$ cat config.mk
export PLATFORM = sky130hd
export DESIGN_NAME = task_sink_core
export DESIGN_NICKNAME = d
export VERILOG_FILES = /design/src/rtl/task_sink_core.sv
export SDC_FILE = /design/constraint.sdc
export NUM_CORES = 1
export LEC_CHECK = 0
export CORE_AREA = 2 2 272 274
export DETAILED_ROUTE_END_ITERATION = 8
export DIE_AREA = 0 0 274 276
export GPL_ROUTABILITY_DRIVEN = 0
export PLACE_DENSITY_LB_ADDON = 0.08
export SLEW_MARGIN = 5
export SYNTH_ARGS = -nofsm -noshare
export SYNTH_HDL_FRONTEND = slang
export SYNTH_SLANG_ARGS = --single-unit
$ cat constraint.sdc
create_clock -name ap_clk -period 29.1 [get_ports ap_clk]
set_clock_uncertainty 0.05 [all_clocks]
set_input_delay 2.91 -clock ap_clk [delete_from_list [all_inputs] [get_ports ap_clk]]
set_output_delay 2.91 -clock ap_clk [all_outputs]
set_load 0.01 [all_outputs]
$ cat src/rtl/task_sink_core.sv
// -----------------------------------------------------------------------------
// task_sink_core
//
// Sink stage where finished tasks retire inside a Swarm core slot. One task is
// accepted per ap_start while IDLE, optionally held for DRAIN_CYCLES cycles,
// optionally used to spawn a single child task on the task_out stream, and then
// retired with a one-cycle ap_done pulse. Per-ttype, total and spawn retirement
// counters are readable through ap_state. The undo log port and the L1 AXI
// master bundle are present for slot compatibility but stay idle.
//
// Optional feature (compile-time macro TASK_SINK_TS_ORDER_CHECK_EN):
//   keeps the last retired timestamp and a sticky order_err flag that sets when
//   a retiring ts is strictly below the previous one. order_err appears on
//   ap_state[31]; the selected counter is then truncated to ap_state[30:0].
//
// Ports:
//   ap_clk, ap_rst          clock, asynchronous active-high reset
//   ap_start                task_in valid, sampled only in IDLE
//   ap_done                 one-cycle completion pulse
//   ap_idle, ap_ready       high in IDLE
//   task_in                 {args, ttype, locale, ts}
//   spawn_en, spawn_ttype   child spawn enable and trigger ttype
//   task_out_V_*            child task stream (TDATA/TVALID/TREADY)
//   undo_log_entry*         undo log port, outputs tied 0
//   m_axi_l1_V_*            L1 AXI master bundle, outputs tied 0
//   stat_sel, stat_clr      counter select, synchronous clear of all counters
//   ap_state                selected counter (plus order_err with the macro)
//   state_dbg               current FSM state, for observation
// -----------------------------------------------------------------------------
module task_sink_core #(
    parameter int TS_WIDTH            = 32,
    parameter int LOCALE_WIDTH        = 32,
    parameter int TTYPE_WIDTH         = 4,
    parameter int ARGS_WIDTH          = 64,
    parameter int NUM_TTYPES          = 8,
    parameter int CNT_WIDTH           = 32,
    parameter int DRAIN_CYCLES        = 0,
    parameter int TS_INC              = 1,
    parameter int CHILD_TTYPE         = 1,
    parameter int UNDO_LOG_ADDR_WIDTH = 32,
    parameter int UNDO_LOG_DATA_WIDTH = 32,
    parameter int L1_ADDR_WIDTH       = 64,
    parameter int L1_DATA_WIDTH       = 64,
    localparam int TQ_WIDTH = ARGS_WIDTH + TTYPE_WIDTH + LOCALE_WIDTH + TS_WIDTH
) (
    input  logic                                          ap_clk,
    input  logic                                          ap_rst,
    input  logic                                          ap_start,
    output logic                                          ap_done,
    output logic                                          ap_idle,
    output logic                                          ap_ready,
    input  logic [TQ_WIDTH-1:0]                           task_in,
    input  logic                                          spawn_en,
    input  logic [TTYPE_WIDTH-1:0]                        spawn_ttype,
    output logic [TQ_WIDTH-1:0]                           task_out_V_TDATA,
    output logic                                          task_out_V_TVALID,
    input  logic                                          task_out_V_TREADY,
    output logic [UNDO_LOG_ADDR_WIDTH+UNDO_LOG_DATA_WIDTH-1:0] undo_log_entry,
    output logic                                          undo_log_entry_ap_vld,
    input  logic                                          undo_log_entry_ap_rdy,
    output logic [L1_ADDR_WIDTH-1:0]                      m_axi_l1_V_AWADDR,
    output logic [7:0]                                    m_axi_l1_V_AWLEN,
    output logic [2:0]                                    m_axi_l1_V_AWSIZE,
    output logic [1:0]                                    m_axi_l1_V_AWBURST,
    output logic                                          m_axi_l1_V_AWVALID,
    input  logic                                          m_axi_l1_V_AWREADY,
    output logic [L1_DATA_WIDTH-1:0]                      m_axi_l1_V_WDATA,
    output logic [L1_DATA_WIDTH/8-1:0]                    m_axi_l1_V_WSTRB,
    output logic                                          m_axi_l1_V_WLAST,
    output logic                                          m_axi_l1_V_WVALID,
    input  logic                                          m_axi_l1_V_WREADY,
    input  logic [1:0]                                    m_axi_l1_V_BRESP,
    input  logic                                          m_axi_l1_V_BVALID,
    output logic                                          m_axi_l1_V_BREADY,
    output logic [L1_ADDR_WIDTH-1:0]                      m_axi_l1_V_ARADDR,
    output logic [7:0]                                    m_axi_l1_V_ARLEN,
    output logic [2:0]                                    m_axi_l1_V_ARSIZE,
    output logic [1:0]                                    m_axi_l1_V_ARBURST,
    output logic                                          m_axi_l1_V_ARVALID,
    input  logic                                          m_axi_l1_V_ARREADY,
    input  logic [L1_DATA_WIDTH-1:0]                      m_axi_l1_V_RDATA,
    input  logic [1:0]                                    m_axi_l1_V_RRESP,
    input  logic                                          m_axi_l1_V_RLAST,
    input  logic                                          m_axi_l1_V_RVALID,
    output logic                                          m_axi_l1_V_RREADY,
    input  logic [7:0]                                    stat_sel,
    input  logic                                          stat_clr,
    output logic [31:0]                                   ap_state,
    output logic [1:0]                                    state_dbg
);

    // Field offsets inside a task word: {args, ttype, locale, ts}.
    localparam int LOC_LSB  = TS_WIDTH;
    localparam int TT_LSB   = TS_WIDTH + LOCALE_WIDTH;
    localparam int ARGS_LSB = TS_WIDTH + LOCALE_WIDTH + TTYPE_WIDTH;

    localparam int DRAIN_W = (DRAIN_CYCLES > 2) ? $clog2(DRAIN_CYCLES) : 1;
    localparam logic [DRAIN_W-1:0] DRAIN_LOAD =
        DRAIN_W'((DRAIN_CYCLES > 0) ? DRAIN_CYCLES - 1 : 0);

    typedef enum logic [1:0] {
        S_IDLE  = 2'd0,
        S_DRAIN = 2'd1,
        S_EMIT  = 2'd2,
        S_DONE  = 2'd3
    } state_t;

    // ------------------------------------------------------------------------
    // Reset: asserts asynchronously, released two clocks after ap_rst falls so
    // every flop leaves reset on the same edge.
    // ------------------------------------------------------------------------
    logic [1:0] rst_sync_q;
    logic       rst_i;

    always_ff @(posedge ap_clk or posedge ap_rst) begin
        if (ap_rst) rst_sync_q <= 2'b11;
        else        rst_sync_q <= {rst_sync_q[0], 1'b0};
    end

    assign rst_i = rst_sync_q[1];

    // ------------------------------------------------------------------------
    // Held task and control state
    // ------------------------------------------------------------------------
    state_t                  state_q, state_d;
    logic [TQ_WIDTH-1:0]     task_q;
    logic                    spawn_q;
    logic [DRAIN_W-1:0]      drain_q;

    logic [TS_WIDTH-1:0]     held_ts;
    logic [LOCALE_WIDTH-1:0] held_locale;
    logic [TTYPE_WIDTH-1:0]  held_ttype;
    logic [ARGS_WIDTH-1:0]   held_args;
    logic                    spawn_now;
    logic                    retire;

    assign held_ts     = task_q[TS_WIDTH-1:0];
    assign held_locale = task_q[LOC_LSB +: LOCALE_WIDTH];
    assign held_ttype  = task_q[TT_LSB +: TTYPE_WIDTH];
    assign held_args   = task_q[ARGS_LSB +: ARGS_WIDTH];

    // Spawn decision is taken from the incoming task while leaving IDLE and
    // then frozen, so later changes of spawn_en/spawn_ttype do not matter.
    assign spawn_now = spawn_en && (task_in[TT_LSB +: TTYPE_WIDTH] == spawn_ttype);
    assign retire    = (state_q == S_DONE);

    always_ff @(posedge ap_clk or posedge rst_i) begin
        if (rst_i) state_q <= S_IDLE;
        else       state_q <= state_d;
    end

    always_comb begin
        state_d = state_q;
        case (state_q)
            S_IDLE: begin
                if (ap_start) begin
                    if (DRAIN_CYCLES > 0) state_d = S_DRAIN;
                    else if (spawn_now)   state_d = S_EMIT;
                    else                  state_d = S_DONE;
                end
            end
            S_DRAIN: begin
                if (drain_q == '0) state_d = spawn_q ? S_EMIT : S_DONE;
            end
            S_EMIT: begin
                if (task_out_V_TREADY) state_d = S_DONE;
            end
            S_DONE: begin
                state_d = S_IDLE;
            end
            default: state_d = S_IDLE;
        endcase
    end

    always_ff @(posedge ap_clk or posedge rst_i) begin
        if (rst_i) begin
            task_q  <= '0;
            spawn_q <= 1'b0;
            drain_q <= '0;
        end else begin
            if (state_q == S_IDLE && ap_start) begin
                task_q  <= task_in;
                spawn_q <= spawn_now;
            end
            // Reloaded every IDLE cycle so it holds DRAIN_CYCLES-1 on DRAIN entry.
            if (state_q == S_IDLE)
                drain_q <= DRAIN_LOAD;
            else if (state_q == S_DRAIN && drain_q != '0)
                drain_q <= drain_q - DRAIN_W'(1);
        end
    end

    // ------------------------------------------------------------------------
    // Child stream. valid/ready: TVALID is raised in EMIT with TDATA stable
    // and is never withdrawn until a cycle with TVALID && TREADY, which is the
    // only transfer point; TREADY may change freely and has no timeout.
    // ------------------------------------------------------------------------
    logic [TQ_WIDTH-1:0] child;

    assign child = {held_args,
                    TTYPE_WIDTH'(CHILD_TTYPE),
                    held_locale,
                    held_ts + TS_WIDTH'(TS_INC)};

    assign task_out_V_TVALID = (state_q == S_EMIT);
    assign task_out_V_TDATA  = (state_q == S_EMIT) ? child : '0;

    assign ap_done   = (state_q == S_DONE);
    assign ap_idle   = (state_q == S_IDLE);
    assign ap_ready  = (state_q == S_IDLE);
    assign state_dbg = state_q;

    // ------------------------------------------------------------------------
    // Retirement counters: clear is applied before the increment, and all
    // counters saturate at their maximum.
    // ------------------------------------------------------------------------
    function automatic logic [CNT_WIDTH-1:0] cnt_next(
        input logic [CNT_WIDTH-1:0] cur,
        input logic                 clr,
        input logic                 inc
    );
        logic [CNT_WIDTH-1:0] base;
        base = clr ? '0 : cur;
        if (inc && base != '1) base = base + CNT_WIDTH'(1);
        return base;
    endfunction

    logic [CNT_WIDTH-1:0] cnt_q [NUM_TTYPES];
    logic [CNT_WIDTH-1:0] total_q;
    logic [CNT_WIDTH-1:0] spawn_cnt_q;

    always_ff @(posedge ap_clk or posedge rst_i) begin
        if (rst_i) begin
            for (int i = 0; i < NUM_TTYPES; i++) cnt_q[i] <= '0;
            total_q     <= '0;
            spawn_cnt_q <= '0;
        end else begin
            // ttypes at or above NUM_TTYPES match no index and only bump total.
            for (int i = 0; i < NUM_TTYPES; i++)
                cnt_q[i] <= cnt_next(cnt_q[i], stat_clr, retire && (int'(held_ttype) == i));
            total_q     <= cnt_next(total_q, stat_clr, retire);
            spawn_cnt_q <= cnt_next(spawn_cnt_q, stat_clr, retire && spawn_q);
        end
    end

    logic [CNT_WIDTH-1:0] sel_val;

    always_comb begin
        sel_val = '0;
        for (int i = 0; i < NUM_TTYPES; i++)
            if (int'(stat_sel) == i) sel_val = cnt_q[i];
        if (int'(stat_sel) == NUM_TTYPES)     sel_val = total_q;
        if (int'(stat_sel) == NUM_TTYPES + 1) sel_val = spawn_cnt_q;
    end

`ifdef TASK_SINK_TS_ORDER_CHECK_EN
    logic [TS_WIDTH-1:0] last_ts_q;
    logic                order_err_q;

    always_ff @(posedge ap_clk or posedge rst_i) begin
        if (rst_i) begin
            last_ts_q   <= '0;
            order_err_q <= 1'b0;
        end else begin
            if (retire) last_ts_q <= held_ts;
            // Same ordering as the counters: clear, then a violation may set it.
            order_err_q <= (stat_clr ? 1'b0 : order_err_q) ||
                           (retire && (held_ts < last_ts_q));
        end
    end

    assign ap_state = {order_err_q, 31'(sel_val)};
`else
    assign ap_state = 32'(sel_val);
`endif

    // ------------------------------------------------------------------------
    // Idle side ports
    // ------------------------------------------------------------------------
    assign undo_log_entry        = '0;
    assign undo_log_entry_ap_vld = 1'b0;

    assign m_axi_l1_V_AWADDR  = '0;
    assign m_axi_l1_V_AWLEN   = '0;
    assign m_axi_l1_V_AWSIZE  = '0;
    assign m_axi_l1_V_AWBURST = '0;
    assign m_axi_l1_V_AWVALID = 1'b0;
    assign m_axi_l1_V_WDATA   = '0;
    assign m_axi_l1_V_WSTRB   = '0;
    assign m_axi_l1_V_WLAST   = 1'b0;
    assign m_axi_l1_V_WVALID  = 1'b0;
    assign m_axi_l1_V_BREADY  = 1'b0;
    assign m_axi_l1_V_ARADDR  = '0;
    assign m_axi_l1_V_ARLEN   = '0;
    assign m_axi_l1_V_ARSIZE  = '0;
    assign m_axi_l1_V_ARBURST = '0;
    assign m_axi_l1_V_ARVALID = 1'b0;
    assign m_axi_l1_V_RREADY  = 1'b0;

    logic unused_inputs;
    assign unused_inputs = &{1'b0, undo_log_entry_ap_rdy,
                             m_axi_l1_V_AWREADY, m_axi_l1_V_WREADY,
                             m_axi_l1_V_BRESP, m_axi_l1_V_BVALID,
                             m_axi_l1_V_ARREADY, m_axi_l1_V_RDATA,
                             m_axi_l1_V_RRESP, m_axi_l1_V_RLAST,
                             m_axi_l1_V_RVALID};

endmodule

==> qor.yml, run 1 <==
run_status:
  status: "complete, no violations"
clock_tree:
  insertion_delay_ns: 0.62
  post_cts_buffers: 0
  cts-htree-levels: 2
  clk_path_buf_depth: 3
  cts_hold_buf: 0
  cts.sinks: 458
  cts_root_buf: "clkbuf_16"
  ctsResizeCount: 0
  cts_tree: "built"
  cts_buffers: 56
  cts.clk_slew.worst_paths_ns: 0.06
timing:
  max_freq_ghz: 0.104
  setup_tns_ns: 0
  drv_slew: 0
  hold_viol: 0
  tightest_slew_ns: 1.18
  rsz0062_at_grt: "no"
  setup_viol: 0
  final.min_clock_period_ns: 9.66
  finalCritPeriodShare_pct: 33.2
  maxSlewHeadroom_pct: 20.4
setup_path:
  crit_arrival_ns: 6.70
  required_ns: 26.14
  rrSetupSlack_ns: 25.85
  r2r_cells: 7
  cp_max_fo: 58
  end_kind: "primary output"
  max_stage_delay_ns: 0.79
  cp.depth: 8
  r2r-start: "cnt_q[65]$_DFF_PP0_"
  path_buf_inv: 3
  slowest_stage: "buf_4"
  crit_chain: "buf_4 -> buf_4 -> nor2b_1 -> and2_1 -> a2bb2oi_1 -> o22ai_1 -> a211o_1 -> clkdlybuf4s50_1"
  critPathTopFamily: "buffers and inverters"
  critical_path.startpoint_type: "primary input"
  crit_top_cell: "buf_4"
  timing.rr.end: "cnt_q[82]$_DFF_PP0_"
  worst-setup-path-type: "in2out"
yosys:
  synth_cells: 3503
  synth_warnings: 0
  synthTopCellsByCount: "nand2_1 (588), dfrtp_1 (456), buf_4 (304)"
  seq_area_frac_synth_pct: 38.3
  async_flop_share_pct: 100
  synth.largest_area_cell: "dfrtp_1"
  yosys.area.top_type_share_pct: 38.1
  ys_ff_latch: 458
  ys.flop_type: "dfrtp_1"
  synthTopCellsByArea: "dfrtp_1 (38%), buf_4 (7.6%), nand2_1 (7.4%)"
  synth.most_common_cell: "nand2_1"
  avgSynthCellArea_um2: 8.55
  synth_cell_types: 81
  synth_edf_count: 0
  netlist_area_um2: 30000
power:
  p_sw_share_pct: 33.0
  p_leak_nw: 14.3
  pwr-share-comb_pct: 28.1
  pwr-share-seq_pct: 38.1
  power.density_nw_per_um2: 60.0
  vdd_drop_max_mv: 0.0484
  switchingPower_w: 0.000684
  pwr-share-clk_pct: 33.8
  intPower_w: 0.00139
route:
  ant_nets: 0
  drt_wl_total_um: 98900
  firstDrtPassIters: 5
  vias: 25900
  drt_iter0_drc: 2118
  vias_per_cell: 5.49
  wl_per_cell_um: 20.9
  drc: 0
placement:
  dp_hpwl_um: 70800
  dp.cells: 4627
  io_buffers: 316
layout:
  drive_gt1_share_pct: 6.35
  fin_nets: 3962
  nFillCells: 7288
  final_cells: 4729
  area_delta_synth_final_pct: 15.5
die:
  rows: 99
  core_area_um2: 72600
  start_util_pct: 41.3
  boundaryPins: 692
  die_w_um: 274
  die_area_um2: 75600
  die_y_um: 276
min_path:
  hp-class: "reg2reg"
  hold-path-endpoint: "rst_sync_q[1]$_DFF_PP1_"
  hold_path_depth: 0
  hp-start: "rst_sync_q[0]$_DFF_PP1_"
grt:
  grt.total_usage_pct: 25.5
  grt_pass1_wl_um: 151000
  grt_max_degree: 153
  grt_overflow: 0
  antenna_found_initial: 7
  grt_pass1_vias: 24600
run:
  drv_cap: 0
==> cell usage in the layout, fill, tap and decap left out, drive strengths merged, types with 21 or more instances in the layout <==
cell	Yosys	final
and2	108	108
dfrtp	456	456
buf	338	39
mux2i	77	77
clkbuf	149	85
and4	28	28
nand2	588	588
nor4	74	74
o21ai	97	97
a22oi	21	21
a21oi	154	154
inv	36	37
a2bb2oi	24	24
and3	37	37
xnor2	126	126
a211o	22	22
nand4	106	106
o31ai	51	51
conb	1	301
nor2	158	158
nor3	73	73
mux2	47	47
nor2b	99	99
nand3	147	147
or4	68	68
nand2b	27	27
clkdlybuf4s50	0	313
nand4b	34	34
or2	22	22
xor2	21	21
o22ai	45	45
or3	87	87
==> logic make-up after synthesis <==
kind of cell | share of synthesized area (%)
AO/OA/AOI/OAI | 11.5
XOR/XNOR | 4.30
adder cells (fa/ha/maj) | 0.459
flip-flops | 38.3
multiplexers | 4.79
other | 0.0125
buffers and inverters | 10.5
AND/OR/NAND/NOR | 30.1
==> per-layer routing <==
metal / vias to the layer above / track usage [%] / wire length [um]
met5: - / 0 / 26
met4: 4 / 7.92 / 3050
met3: 145 / 7.95 / 9110
met2: 838 / 36.7 / 42200
met1: 12600 / 36.4 / 44600
li1: 12400 / - / -
==> final cells by class <==
type	count	area [um^2]	share of cell area, %
well taps	959	1200	3.47
repair buffers	352	3470	10.0
multi-input cells	2821	16500	47.7
clock inverters	13	125	0.362
inverters	37	148	0.427
diodes	4	10.0	0.0289
clock buffers	85	1670	4.83
flip-flops and latches	458	11500	33.1
==> worst register-to-register path: stages (launching register included) <==
cell and delay [ns]:
dfrtp_1 0.39, nor2b_1 0.29, ha_1 0.28, nand4_1 0.22
nor4_1 0.87, o31ai_1 0.39, or4_1 0.55, a21oi_1 0.15
==> through the flow <==
| stage | setup WS (ns) | hold slack (ns) | util (%) | instance area (um^2) | power (W) |
|---|---|---|---|---|---|
| CTS | 19.44 | 0.308 | 47.6 | 34600 | 0.00210 |
| finish | 19.44 | 0.306 | 47.6 | 34600 | 0.00207 |
| floorplan | 16.05 | 0.295 | - | 31100 | 0.00113 |
| detailed placement | 19.45 | 0.299 | 45.2 | 32800 | 0.00139 |
| global route | 19.24 | 0.316 | 47.6 | 34600 | 0.00219 |
| global placement | 19.45 | 0.296 | 45.2 | 32800 | 0.00139 |
==> power groups by stage <==
stage	clock network, W	logic, W	registers, W
after detailed placement	0	0.000588	0.000800
final	0.000700	0.000582	0.000791
after CTS	0.000718	0.000590	0.000791
after floorplan	0	0.000343	0.000783
after global routing	0.000744	0.000642	0.000804
after global placement	0	0.000587	0.000799
==> worst max path at each step <==
stage / startpoint / end
after global routing: stat_sel[0] / ap_state[13]
after floorplan: rst_sync_q[1]$_DFF_PP1_ / cnt_q[0]$_DFF_PP0_
after CTS: stat_sel[0] / ap_state[13]
after detailed placement: stat_sel[0] / ap_state[13]
final: stat_sel[0] / ap_state[11]
after global placement: stat_sel[0] / ap_state[11]
==> state kept, by name, indices dropped and copies added (netlist names) <==
name         count
spawn_cnt_q     32
task_q         132
drain_q          1
rst_sync_q       2
spawn_q          1
total_q         32
cnt_q          256
state_dbg        2
Power figures use the tool's default switching activity.
==> inputs of run 2 (changes only) <==
--- a/config.mk
+++ b/config.mk
@@ -5,9 +5,9 @@
 export SDC_FILE = /design/constraint.sdc
 export NUM_CORES = 1
 export LEC_CHECK = 0
-export CORE_AREA = 2 2 272 274
+export CORE_AREA = 2 2 266 268
 export DETAILED_ROUTE_END_ITERATION = 8
-export DIE_AREA = 0 0 274 276
+export DIE_AREA = 0 0 268 270
 export GPL_ROUTABILITY_DRIVEN = 0
 export PLACE_DENSITY_LB_ADDON = 0.08
 export SLEW_MARGIN = 5
==> constraint.sdc (replaced) <==
create_clock -name ap_clk -period 9.6 [get_ports ap_clk]
set_clock_uncertainty 0.05 [all_clocks]
set_input_delay 0.96 -clock ap_clk [delete_from_list [all_inputs] [get_ports ap_clk]]
set_output_delay 0.96 -clock ap_clk [all_outputs]
set_load 0.01 [all_outputs]
==> qor.yml, run 2 (synthesis gave the netlist of run 1 again) <==
timing:
  tightest_slew_ns: 1.28
  setup_viol: 0
  finalCritPeriodShare_pct: 57.0
  hold_viol: 0
  setup_slack_ns: 4.12
  setup_tns_ns: 0
  maxSlewHeadroom_pct: 13.7
  max_freq_ghz: 0.183
  rsz0062_at_grt: "no"
  drv_slew: 0
  final.min_clock_period_ns: 5.48
grt:
  grt_max_degree: 171
  grt_pass1_vias: 25400
  grt.total_usage_pct: 26.8
  grt_overflow: 0
  antenna_found_initial: 4
  grt_pass1_wl_um: 151000
setup_path:
  cp.depth: 8
  end_kind: "primary output"
  r2r_cells: 5
  worst-setup-path-type: "in2out"
  critical_path.startpoint_type: "primary input"
  cp_max_fo: 28
  crit_top_cell: "clkdlybuf4s50_1"
  slowest_stage: "nor2b_1"
  timing.rr.end: "cnt_q[247]$_DFF_PP0_"
  critPathTopFamily: "buffers and inverters"
  crit_chain: "clkdlybuf4s50_1 -> buf_4 -> nor2b_1 -> a22oi_1 -> a2bb2oi_1 -> o22ai_1 -> a211o_1 -> clkdlybuf4s50_1"
  rrSetupSlack_ns: 5.71
  crit_arrival_ns: 4.47
  r2r-start: "state_dbg[1]$_DFFE_PP0P_"
  max_stage_delay_ns: 1.06
  path_buf_inv: 3
  required_ns: 8.59
power:
  pwr-share-clk_pct: 34.1
  vdd_drop_max_mv: 0.141
  power.density_nw_per_um2: 182
  switchingPower_w: 0.00205
  p_leak_nw: 14.3
  pwr-share-comb_pct: 27.5
  pwr-share-seq_pct: 38.5
  intPower_w: 0.00423
  p_sw_share_pct: 32.6
route:
  drt_iter0_drc: 2149
  firstDrtPassIters: 6
  drt_wl_total_um: 99100
  ant_nets: 0
  wl_per_cell_um: 21.0
  vias_per_cell: 5.66
  drc: 0
  vias: 26600
clock_tree:
  cts-htree-levels: 2
  ctsResizeCount: 0
  cts.sinks: 458
  clk_path_buf_depth: 3
  cts_buffers: 55
  post_cts_buffers: 0
  cts.clk_slew.worst_paths_ns: 0.06
  cts_hold_buf: 0
  cts_root_buf: "clkbuf_16"
  cts_tree: "built"
  insertion_delay_ns: 0.63
die:
  start_util_pct: 43.1
  boundaryPins: 692
  die_w_um: 268
  die_area_um2: 72400
  die_y_um: 270
  rows: 97
  core_area_um2: 69500
layout:
  largest_reg_flops: 256
  seqCellArea_um2: 11500
  largest-register: "cnt_q"
  layout_common_cells: "nand2_1 (587), dfrtp_1 (456), clkdlybuf4s50_1 (313)"
  fin_nets: 3961
  reg_top3: "cnt_q x256, task_q x132"
  layout_commonest_cell: "nand2_1"
  drive_gt1_share_pct: 6.27
  nFillCells: 6634
  multi_input_area_um2: 16500
  area_delta_synth_final_pct: 15.3
min_path:
  hp-class: "reg2reg"
  hp-start: "rst_sync_q[0]$_DFF_PP1_"
  hold_path_depth: 0
  hold-path-endpoint: "rst_sync_q[1]$_DFF_PP1_"
run_status:
  status: "complete, no violations"
placement:
  dp_hpwl_um: 71900
  place_ws_ns: 4.19
  io_buffers: 316
run:
  drv_cap: 0
## run 2: changes by cell type in the layout (fill, tap and decap cells not counted), sizes merged
cell      before  now
bufinv         2    3
clkbuf        85   88
clkinv        10    7
clkinvlp       1    2
diode          4    2
inv           37   35
## run 2: worst max-delay path by stage
stage                     slack (ns)            endpoint                    start
after global placement          4.22        ap_state[15]              stat_sel[2]
after CTS                       4.19        ap_state[13]              stat_sel[2]
after floorplan                 3.01  cnt_q[0]$_DFF_PP0_  rst_sync_q[1]$_DFF_PP1_
after detailed placement        4.19        ap_state[13]              stat_sel[2]
final                           4.12        ap_state[15]              stat_sel[2]
after global routing            4.02        ap_state[11]              stat_sel[2]
## run 2: layout make-up
type,count,share of cell area (%)
Timing Repair Buffer,352,9.97
Clock inverter,10,0.370
Multi-Input combinational cell,2821,47.8
Sequential cell,458,33.2
Tap cell,940,3.41
Inverter,37,0.413
Antenna cell,2,0.0145
Clock buffer,88,4.87
## run 2: power groups by stage
stage               Combinational (W)  Sequential [W]  Clock, W
finish                        0.00172         0.00241   0.00214
floorplan                     0.00104         0.00237         0
global placement              0.00173         0.00243         0
global route                  0.00190         0.00246   0.00226
CTS                           0.00174         0.00242   0.00219
detailed placement            0.00173         0.00244         0
## run 2: stage by stage
stage | std cells | utilization, % | instance area (um^2) | hold WS, ns | power, W
6_report | 4708 | 49.7 | 34500 | 0.308 | 0.00628
3_3_place_gp | 4608 | 47.0 | 32700 | 0.298 | 0.00416
5_1_grt | 4707 | 49.6 | 34500 | 0.314 | 0.00662
2_1_floorplan | 3803 | - | 31100 | 0.295 | 0.00341
3_5_place_dp | 4608 | 47.0 | 32700 | 0.299 | 0.00417
4_1_cts | 4706 | 49.6 | 34500 | 0.307 | 0.00635
## run 2: layer usage
layer | up-vias | track usage [%] | routed length [um]
met1 | 13100 | 36.2 | 41800
met5 | - | 0 | 0
met3 | 177 | 7.87 | 9510
met2 | 1011 | 40.3 | 43900
li1 | 12400 | - | -
met4 | 0 | 10.0 | 3830
==> inputs of run 3 (changes only) <==
--- a/config.mk
+++ b/config.mk
@@ -5,9 +5,9 @@
 export SDC_FILE = /design/constraint.sdc
 export NUM_CORES = 1
 export LEC_CHECK = 0
-export CORE_AREA = 2 2 266 268
+export CORE_AREA = 2 2 271 273
 export DETAILED_ROUTE_END_ITERATION = 8
-export DIE_AREA = 0 0 268 270
+export DIE_AREA = 0 0 273 275
 export GPL_ROUTABILITY_DRIVEN = 0
 export PLACE_DENSITY_LB_ADDON = 0.08
 export SLEW_MARGIN = 5
==> constraint.sdc (replaced) <==
create_clock -name ap_clk -period 4.7 [get_ports ap_clk]
set_clock_uncertainty 0.05 [all_clocks]
set_input_delay 0.47 -clock ap_clk [delete_from_list [all_inputs] [get_ports ap_clk]]
set_output_delay 0.47 -clock ap_clk [all_outputs]
set_load 0.01 [all_outputs]
==> qor.yml, run 3 (synthesis gave the netlist of run 1 again) <==
layout:
  largest-register: "cnt_q"
  utilization_pct: 48.4
  final_cells: 4758
  area_delta_synth_final_pct: 16.9
  reg_top3: "cnt_q x256, task_q x132"
  layout_common_cells: "nand2_1 (587), dfrtp_1 (456), clkdlybuf4s50_1 (313)"
  drive_gt1_share_pct: 7.37
  multi_input_area_um2: 16500
  largest_reg_flops: 256
  layout_commonest_cell: "nand2_1"
  fin_nets: 3986
  seqCellArea_um2: 11500
  nFillCells: 7072
route:
  drt_wl_total_um: 101000
  drc: 0
  dr.max_layer_used: "met5"
  wl_met2_um: 43700
  wl_met3_um: 9040
  drt_iter0_drc: 2493
  firstDrtPassIters: 6
  ant_nets: 0
  vias: 26300
  m1WireLength_um: 45500
  vias_per_cell: 5.53
  wl_per_cell_um: 21.2
power:
  vdd_drop_max_mv: 0.296
  p_total_w: 0.0132
  p_leak_nw: 14.5
  power.density_nw_per_um2: 377
die:
  die_w_um: 273
  die_y_um: 275
  rows: 99
  die_area_um2: 75100
  boundaryPins: 692
  core_area_um2: 72300
  start_util_pct: 41.4
timing:
  maxSlewHeadroom_pct: 20.9
  finalCritPeriodShare_pct: 85.0
  setup_tns_ns: 0
  whs_ns: 0.119
  setup_viol: 0
  max_freq_ghz: 0.250
  drv_slew: 0
  tightest_slew_ns: 1.19
  rsz0062_at_grt: "no"
  hold_viol: 0
  final.min_clock_period_ns: 3.99
setup_path:
  critical_path.startpoint_type: "primary input"
  cp_max_fo: 9
  crit_arrival_ns: 3.47
  required_ns: 4.18
  end_kind: "primary output"
  worst-setup-path-type: "in2out"
min_path:
  hp-class: "in2async"
clock_tree:
  cts_buffers: 56
  cts.sinks: 458
  clk_path_buf_depth: 3
  cts_tree: "built"
  insertion_delay_ns: 0.64
  cts-htree-levels: 2
  cts.clk_slew.worst_paths_ns: 0.06
  ctsResizeCount: 0
  cts_root_buf: "clkbuf_16"
  post_cts_buffers: 0
  cts_hold_buf: 0
grt:
  grt_overflow: 0
  grt_pass1_vias: 24000
  grt_pass1_wl_um: 152000
  grt_max_degree: 147
  antenna_found_initial: 8
  grt.total_usage_pct: 26.2
placement:
  io_buffers: 316
  dp_hpwl_um: 74100
  dp.cells: 4651
run_status:
  status: "complete, no violations"
run:
  drv_cap: 0
==> run 3: cell types whose count changed in the layout (fill, tap and decap cells not counted), moves of 3 or more <==
cell	change
clkinv_2	+11
clkbuf_1	-12
buf_4	+16
buf_12	+8
bufinv_16	+3
clkbuf_8	+4
==> run 3: path summary, 6_finish.rpt <==
check | startpoint | endpoint | slack, ns | cells after the start
setup / recovery | stat_sel[5] | ap_state[27] | 0.71 | 10
max in group asynchronous | rst_sync_q[1]$_DFF_PP1_ | cnt_q[11]$_DFF_PP0_ | 2.91 | 2
min in group ap_clk | stat_clr | cnt_q[232]$_DFF_PP0_ | 0.25 | 2
hold reg to reg | rst_sync_q[1]$_DFF_PP1_ | task_q[35]$_DFFE_PP0P_ | 0.32 | 1
setup reg to reg | cnt_q[65]$_DFF_PP0_ | cnt_q[65]$_DFF_PP0_ | 1.27 | 7
hold / removal | ap_rst | rst_sync_q[0]$_DFF_PP1_ | 0.12 | 2
==> run 3: power breakdown <==
part / internal, W / switching [W]
Combinational: 0.00158 / 0.00199
Sequential: 0.00450 / 0.000455
Clock: 0.00280 / 0.00186
Total: 0.00888 / 0.00431
==> run 3: worst max-delay path, cell delays in order <==
cell,delay (ns)
clkdlybuf4s50_1,0.41
nor4_1,0.31
buf_4,0.20
nand2b_1,0.22
buf_4,0.27
a31oi_1,0.39
o221ai_1,0.22
o311ai_0,0.19
buf_4,0.22
clkdlybuf4s50_1,0.57
==> run 3: per-layer routing <==
metal  vias up  GRT usage (%)
li1      12400              -
met1     12800           38.1
met2       945           38.9
met3       127           6.46
met4        12           6.53
met5         -              0
==> run 3: stage by stage <==
stage | cell area, um^2 | worst slack (ns)
after global placement | 33000 | 0.766
after detailed placement | 33000 | 0.769
after floorplan | 31100 | -1.89
after CTS | 35000 | 0.740
after global routing | 35000 | 0.623
final | 35000 | 0.705
==> run 3: area by class of cell <==
type                    instances  area share, %
repair buffers                376           10.6
diodes                          2         0.0143
inverters                      37          0.407
clock buffers                  79           4.76
well taps                     959           3.43
multi-input cells            2821           47.1
flip-flops and latches        458           32.7
clock inverters                26          0.886
